<file path="src/rtl/vdp_scanout.sv">
// 640x480 scan-out timing with a 160x120 8 bpp framebuffer fetched from shared RAM
// through a 16-byte FIFO; each fetched byte paints a 4x4 dot block.
module vdp_scanout #(
  parameter logic [15:0] FB_BASE = 16'h2000
) (
  input  logic        clk,
  input  logic        reset,
  input  logic        bus_grant,
  output logic [15:0] vdp_addr,
  input  logic [7:0]  ram_data,
  output logic [3:0]  r,
  output logic [3:0]  g,
  output logic [3:0]  b,
  output logic        hsync,
  output logic        vsync,
  output logic        vblank,
  output logic        underflow
);

  localparam logic [9:0] H_LAST     = 10'd799;
  localparam logic [9:0] V_LAST     = 10'd524;
  localparam logic [9:0] H_ACTIVE   = 10'd640;
  localparam logic [9:0] V_ACTIVE   = 10'd480;
  localparam logic [9:0] HS_START   = 10'd656;
  localparam logic [9:0] HS_END     = 10'd751;
  localparam logic [9:0] VS_START   = 10'd490;
  localparam logic [9:0] VS_END     = 10'd491;
  localparam logic [7:0] LINE_BYTES = 8'd160;
  localparam logic [4:0] FIFO_DEPTH = 5'd16;

  logic [9:0]  h, v, t_line;
  logic [7:0]  fifo_mem [16];
  logic [3:0]  rd_ptr, wr_ptr;
  logic [4:0]  occ;
  logic        in_flight;
  logic [7:0]  fetch_cnt;
  logic [15:0] fetch_addr, addr_q, line_base;
  logic [7:0]  pix_q, pix_byte;
  logic        line_start, active, pop_slot, pop, push, issue;

  always_comb begin
    line_start = (h == HS_START);
    t_line     = (v == V_LAST) ? '0 : v + 10'd1;
    // (t>>2)*160 as two shifted adds, 16-bit modulo
    line_base  = FB_BASE + ({8'd0, t_line[9:2]} << 7) + ({8'd0, t_line[9:2]} << 5);
    active     = (h < H_ACTIVE) && (v < V_ACTIVE);
    pop_slot   = active && (h[1:0] == 2'd0);
    pop        = pop_slot && (occ != '0);
    push       = in_flight && !line_start;
    issue      = bus_grant && !line_start && (fetch_cnt < LINE_BYTES) &&
                 ((occ + {4'd0, in_flight}) < FIFO_DEPTH);
    vdp_addr   = issue ? fetch_addr : addr_q;
    pix_byte   = pix_q;
    if (pop_slot) pix_byte = pop ? fifo_mem[rd_ptr] : '0;
  end

  always_ff @(posedge clk or negedge reset) begin
    if (!reset) begin
      h <= '0;
      v <= V_LAST;
    end else if (h == H_LAST) begin
      h <= '0;
      v <= (v == V_LAST) ? '0 : v + 10'd1;
    end else begin
      h <= h + 10'd1;
    end
  end

  // A line start cancels any read issued on the previous clock as well as the FIFO contents.
  always_ff @(posedge clk or negedge reset) begin
    if (!reset) begin
      fetch_cnt  <= LINE_BYTES;
      fetch_addr <= FB_BASE;
      addr_q     <= FB_BASE;
      in_flight  <= 1'b0;
    end else begin
      in_flight <= issue;
      if (line_start) begin
        fetch_cnt  <= (t_line < V_ACTIVE) ? '0 : LINE_BYTES;
        fetch_addr <= line_base;
      end else if (issue) begin
        fetch_cnt  <= fetch_cnt + 8'd1;
        fetch_addr <= fetch_addr + 16'd1;
        addr_q     <= fetch_addr;
      end
    end
  end

  always_ff @(posedge clk) begin
    if (push) fifo_mem[wr_ptr] <= ram_data;
  end

  always_ff @(posedge clk or negedge reset) begin
    if (!reset) begin
      rd_ptr <= '0;
      wr_ptr <= '0;
      occ    <= '0;
    end else if (line_start) begin
      rd_ptr <= '0;
      wr_ptr <= '0;
      occ    <= '0;
    end else begin
      if (push) wr_ptr <= wr_ptr + 4'd1;
      if (pop)  rd_ptr <= rd_ptr + 4'd1;
      occ <= occ + {4'd0, push} - {4'd0, pop};
    end
  end

  always_ff @(posedge clk or negedge reset) begin
    if (!reset) begin
      r         <= '0;
      g         <= '0;
      b         <= '0;
      hsync     <= 1'b1;
      vsync     <= 1'b1;
      vblank    <= 1'b1;
      underflow <= 1'b0;
      pix_q     <= '0;
    end else begin
      hsync  <= !((h >= HS_START) && (h <= HS_END));
      vsync  <= !((v >= VS_START) && (v <= VS_END));
      vblank <= (v >= V_ACTIVE);
      if (pop_slot) pix_q <= pix_byte;
      if (pop_slot && !pop) underflow <= 1'b1;
      if (active) begin
        r <= {pix_byte[7:5], pix_byte[7]};
        g <= {pix_byte[4:2], pix_byte[4]};
        b <= {pix_byte[1:0], pix_byte[1:0]};
      end else begin
        r <= '0;
        g <= '0;
        b <= '0;
      end
    end
  end

endmodule

</file>
<file path="config.mk">
export PLATFORM = sky130hd
export DESIGN_NAME = vdp_scanout
export DESIGN_NICKNAME = d
export VERILOG_FILES = /design/src/rtl/vdp_scanout.sv
export SDC_FILE = /design/constraint.sdc
export NUM_CORES = 1
export LEC_CHECK = 0
export CAP_MARGIN = 20
export CORE_MARGIN = 10
export CORE_UTILIZATION = 45
export DETAILED_ROUTE_END_ITERATION = 10
export GPL_TIMING_DRIVEN = 0
export HOLD_SLACK_MARGIN = 0.1
export PLACE_DENSITY_LB_ADDON = 0.1
export SETUP_SLACK_MARGIN = 0.4
export SLEW_MARGIN = 5
export SYNTH_ARGS = -nofsm -noshare
export SYNTH_HDL_FRONTEND = slang
export SYNTH_SLANG_ARGS = --single-unit
</file>
<file path="constraint.sdc">
create_clock -name clk -period 7.2 [get_ports clk]
set_input_delay 1.08 -clock clk [delete_from_list [all_inputs] [get_ports clk]]
set_output_delay 1.08 -clock clk [all_outputs]
set_load 0.005 [all_outputs]
</file>
==> results.yml, run 1 <==
status:
  status: "completed"
setup_path:
  critPathKind: "reg -> out"
  cp.required_ps: 6120
  crit_arrival_ps: 3340
  worst-path-max-fanout: 10
  end_kind: "output pin"
  crit_slowest_cell: "xnor2_1"
  start_kind: "flip-flop"
  cpPeakStageDelay_ps: 520
  path_cells: "buf_2, nand4_1, xnor2_1, nor2_1, nand2_1, buf_2, mux2_2, clkdlybuf4s50_1"
  cpMostUsedCell: "buf_2"
floorplanning:
  initial_core_util_pct: 45.9
  rows: 54
  core-area_sq_um: 21900
  die-area_sq_um: 28700
  pin_count: 43
  die_w_um: 169
  die-height_um: 169
timing:
  period_minus_slack_ps: 4420
  fin_crit_sh_pct: 61.4
  tightest_slew_ps: 1030
  final.setup_skew_ps: 13.1
  max_freq_mhz: 226
  setup_ws_ps: 2780
  hold_viol: 0
  slew_headroom_pct: 31.2
  slew_violations: 0
  setup_viol: 0
  rsz0062_at_grt: "false"
  hold_slack_ps: 474
  fin_setup_tns_ps: 0
yosys:
  netlist.area_leader.share_pct: 38.3
  synth_area_leader_cell: "edfxtp_1"
  ys_seq_elements: 222
  synthFlopType: "edfxtp_1"
  synth_cells: 697
  syn_area_sq_um: 10000
  async_flop_share_pct: 42.3
  synth_area_leaders: "edfxtp_1 (38%), dfrtp_1 (21%), mux4_2 (6.9%)"
  synth-seq-area-share_pct: 61.8
  synth_cell_types: 53
  synth_edf_count: 128
  avgSynthCellArea_sq_um: 14.4
  synth_commonest_cells: "edfxtp_1 (128), dfrtp_1 (84), nor2_1 (58)"
  yosysWarnings: 0
  synth_nets: 735
  synth.most_common_cell: "edfxtp_1"
flow_run:
  drv_cap: 0
global_route:
  use_met3_pct: 2.59
  grt_use_met2_pct: 26.0
  grt_busiest_layer: "met2"
  grt_pass1_vias: 6012
  grt.total_usage_pct: 14.8
  grt_pass1_wl_mm: 33.6
  globalRouteOverflowTotal: 0
  antenna_found_initial: 0
  gr-usage-met1_pct: 18.4
  grt_max_degree: 55
clock_network:
  cts_buffers: 25
  cts_resized: 0
  cts_tree: "yes"
  clkSinkCount: 222
  cts-root-buf: "clkbuf_16"
  clock_path_buffers: 3
  post_cts_buffers: 0
  clk_pin_slew_ps: 60
  htree_levels: 1
  postCtsHoldBufs: 0
  clock_latency_ps: 530
pwr:
  p_leak_nw: 4.51
  ir_worst_vdd_uv: 229
  power.density_nw_per_um2: 348
cells_and_area:
  fillCellCount: 1831
  antenna_cells: 0
  regArea_sq_um: 6210
  multi_input_comb_area_sq_um: 3530
  drive_above_1_share_pct: 17.4
  syn2layout_area_growth_pct: 16.6
  num-nets-final: 809
placement:
  place_congestion: 0.842
  io_buffers: 42
  hpwl_mm: 14.6
  post-place-ws_ps: 2790
detailed_routing:
  drt-wirelength-per-cell_um: 19.6
  num_vias: 5768
  vias_per_cell: 5.40
  ant_nets: 0
  wirelength_mm: 21.0
  drtIter0Drc: 354
  drc: 0
  first_pass_iters: 6
hold_path:
  min_path_type: "reg -> reg"
[routing by layer]
metal	up-vias	part of all wire, %
met3	32	2.9
met2	86	52
met1	2917	43
li1	2733	-
met5	-	0
met4	0	2.3
[per-stage QoR]
step,total power [W],instances,instance area (sq um),util (%)
floorplan,0.00242,697,10000,-
global placement,0.00280,1019,10800,49.4
detailed placement,0.00283,1024,10900,49.6
CTS,0.00414,1069,11700,53.5
global route,0.00430,1069,11700,53.5
finish,0.00408,1069,11700,53.5
[placed cells by master, fill, tap and decap left out, types with 16 or more instances in the layout]
master             n
dfrtp_1           84
a21oi_1           24
ha_1              25
clkbuf_16         25
a21o_1            19
mux2_2            32
xor2_1            32
o21ai_0           19
nand4_1           16
nand2_1           35
mux4_2            31
clkbuf_1          21
and3_1            16
clkdlybuf4s50_1   41
xnor2_1           21
edfxtp_1         128
nor2_1            58
inv_1             23
nand3_1           23
[state kept, by name (all words and copies together), names as in the netlist, 2 cells and up]
name and flops:
v 10, rd_ptr 4, wr_ptr 4, pix_q 8, fetch_addr 16, r 3, h 10, addr_q 16
fetch_cnt 8, fifo_mem 128, g 3, b 2, occ 5
[cells by family after synthesis]
kind of cell    after synthesis  synth area share (%)
xor+xnor                     53                  4.62
compound gates               78                  4.82
buf+inv                      61                  3.11
simple gates                183                  9.15
mux                          73                  13.0
fa+ha+maj                    27                  3.51
flops                       222                  61.8
[where the power goes]
part	leakage, nW	switching, W	internal (W)	total [W]
registers	2.24	0.000110	0.00154	0.00165
logic	1.86	0.000536	0.000601	0.00114
clock network	0.411	0.000500	0.000792	0.00129
[worst max-delay path, delay by kind of cell (launching register included)]
| family | cells | cell delay (ps) |
|---|---|---|
| AND/OR/NAND/NOR | 3 | 580 |
| buffers and inverters | 3 | 1030 |
| XOR/XNOR | 1 | 520 |
| multiplexers | 1 | 380 |
| flip-flops | 1 | 320 |
[cell type report]
| type | count | area share (%) |
|---|---|---|
| buffer | 38 | 1.93 |
| clock inverter | 16 | 1.66 |
| sequential | 222 | 53.0 |
| clock buffer | 29 | 5.55 |
| tap | 280 | 2.99 |
| timing repair buffer | 47 | 4.02 |
| multi-input combinational | 414 | 30.1 |
| inverter | 23 | 0.737 |
[path summary, 6_finish.rpt]
check,from,end,slack [ps],cells after the start
min in group asynchronous,reset,h[8]$_DFF_PN0_,540,1
max in group asynchronous,reset,v[3]$_DFFE_PN1N_,5970,2
worst max-delay path,in_flight$_DFF_PN0_,vdp_addr[12],2780,8
worst min-delay path,pix_q[4]$_DFFE_PN0N_,pix_q[4]$_DFFE_PN0N_,470,1
worst min register to register,pix_q[4]$_DFFE_PN0N_,pix_q[4]$_DFFE_PN0N_,470,1
worst max register to register,h[0]$_DFF_PN0_,occ[4]$_DFF_PN0_,3950,16
Note: power is estimated with default switching activity, not from simulation.
==> run 2, diff against run 1 <==
==> constraint.sdc (replaced) <==
create_clock -name clk -period 4.3 [get_ports clk]
set_input_delay 0.645 -clock clk [delete_from_list [all_inputs] [get_ports clk]]
set_output_delay 0.645 -clock clk [all_outputs]
set_load 0.005 [all_outputs]
==> run 2 against run 1 <==
Cell count unchanged. Die area unchanged. Critical path depth unchanged. Sequential power up 68%. Non-clock buffer count unchanged. Utilization up 0.14 points.
==> results.yml, run 2 (same netlist as run 1, synthesis figures left out) <==
detailed_routing:
  drtIter0Drc: 341
  drc: 0
  vias_per_cell: 5.43
  drt-wirelength-per-cell_um: 19.7
  num_vias: 5801
  wirelength_mm: 21.0
  ant_nets: 0
  first_pass_iters: 4
global_route:
  antenna_found_initial: 0
  gr-usage-met1_pct: 18.4
  use_met3_pct: 2.59
  grt_busiest_layer: "met2"
  grt_pass1_vias: 6012
  grt_max_degree: 55
  grt_pass1_wl_mm: 33.6
  globalRouteOverflowTotal: 0
  grt_use_met2_pct: 26.0
  grt.total_usage_pct: 14.8
floorplanning:
  die-area_sq_um: 28700
  die-height_um: 169
  pin_count: 43
  rows: 54
  core-area_sq_um: 21900
  initial_core_util_pct: 45.9
  die_w_um: 169
pwr:
  p_sw_w: 0.00192
  p_leak_nw: 4.52
  combPwrFrac_pct: 28.0
  intPower_w: 0.00492
  swShare_pct: 28.1
  pwr-share-seq_pct: 40.4
  clkPwrFrac_pct: 31.6
  power.density_nw_per_um2: 583
  power_w: 0.00684
  ir_worst_vdd_uv: 383
clock_network:
  htree_levels: 1
  post_cts_buffers: 0
  cts_buffers: 25
  clkSinkCount: 222
  clock_path_buffers: 3
  cts-root-buf: "clkbuf_16"
  clock_latency_ps: 530
  clk_pin_slew_ps: 60
  cts_tree: "yes"
placement:
  place_congestion: 0.842
  dpl_cell_area_sq_um: 10900
  io_buffers: 42
  hpwl_mm: 14.6
timing:
  max_freq_mhz: 272
  fin_crit_sh_pct: 85.4
  rsz0062_at_grt: "false"
  tightest_slew_ps: 1060
  setup_viol: 0
  slew_violations: 0
  period_minus_slack_ps: 3670
  hold_viol: 0
  final.setup_skew_ps: 15.7
  slew_headroom_pct: 29.3
  fin_setup_tns_ps: 0
setup_path:
  worst-path-max-fanout: 10
  reg2reg_slack_ps: 1130
  reg2reg_from: "occ[3]$_DFF_PN0_"
  worstRegToRegCells: 15
  cp.required_ps: 3650
  end_kind: "output pin"
  start_kind: "flip-flop"
  reg2reg_to: "occ[4]$_DFF_PN0_"
  endpoint: "vdp_addr[12]"
  critPathKind: "reg -> out"
  crit_arrival_ps: 3030
  startpoint: "h[0]$_DFF_PN0_"
status:
  status: "completed"
cells_and_area:
  largest_reg_flops: 128
  drive_above_1_share_pct: 17.7
  reg_top3: "fifo_mem: 128 flops, addr_q: 16 flops, fetch_addr: 16 flops"
  fillCellCount: 1825
  final_area_sq_um: 11700
  final_cell_mix: "edfxtp_1 (128), dfrtp_1 (84), nor2_1 (58)"
  layout_commonest_cell: "edfxtp_1"
  syn2layout_area_growth_pct: 16.9
  regMostFlops: "fifo_mem"
  num-nets-final: 809
  antenna_cells: 0
  finish.utilization_pct: 53.6
hold_path:
  min_path_type: "in -> async"
flow_run:
  drv_cap: 0
run 2: cell count changes in the layout (fill, tap and decap cells not counted), sizes merged:
cell    change
buf         -1
clkbuf      +1
run 2: repair_timing:
item	CTS	global route
hold buffers	0	0
endpoints found under the hold margin	0	0
setup endpoints to repair	16	16
gates resized for setup	2	3
run 2: metal layers:
metal,vias to the layer above,wire length (um)
li1,2727,-
met1,2940,8830
met2,106,11000
met3,28,748
met4,0,423
met5,-,0
run 2: power by group through the flow:
stage	registers [W]	clock network [W]	logic, W
after global routing	0.00280	0.00233	0.00209
after CTS	0.00277	0.00222	0.00196
final	0.00277	0.00216	0.00192
after global placement	0.00279	0	0.00190
after floorplan	0.00275	0	0.00130
after detailed placement	0.00280	0	0.00194
run 2: how the worst min path moves through the flow:
stage	start	end	slack, ps	cells after the start
4_1_cts	reset	h[8]$_DFF_PN0_	110	1
2_1_floorplan	reset	addr_q[0]$_DFFE_PN0N_	350	0
3_3_place_gp	pix_q[6]$_DFFE_PN0N_	pix_q[6]$_DFFE_PN0N_	460	1
5_1_grt	reset	h[8]$_DFF_PN0_	130	1
6_report	reset	h[8]$_DFF_PN0_	110	1
3_5_place_dp	pix_q[6]$_DFFE_PN0N_	r[2]$_DFF_PN0_	460	1
run 2: stage by stage:
stage	hold WS, ps	cells	setup WS [ps]
CTS	113	1069	400
global route	135	1069	427
finish	109	1069	627
detailed placement	462	1024	763
global placement	459	1019	-879
floorplan	349	697	1400
run 2: cell type report:
cell class              count  area (sq um)  share of cell area, %
inverters                  23          86.3                  0.735
repair buffers             47           470                   4.01
clock buffers              29           651                   5.54
flip-flops and latches    222          6210                   52.9
clock inverters            16           194                   1.65
multi-input cells         414          3550                   30.3
well taps                 280           350                   2.98
plain buffers              38           229                   1.95
run 2: critical path, cell delays in order (launching register included):
cell and delay, ps:
dfrtp_1 410, inv_1 70, ha_1 210, nor4b_2 290, nand3_1 230, nand2_2 200
clkbuf_4 270, mux2_2 360, clkdlybuf4s50_1 460
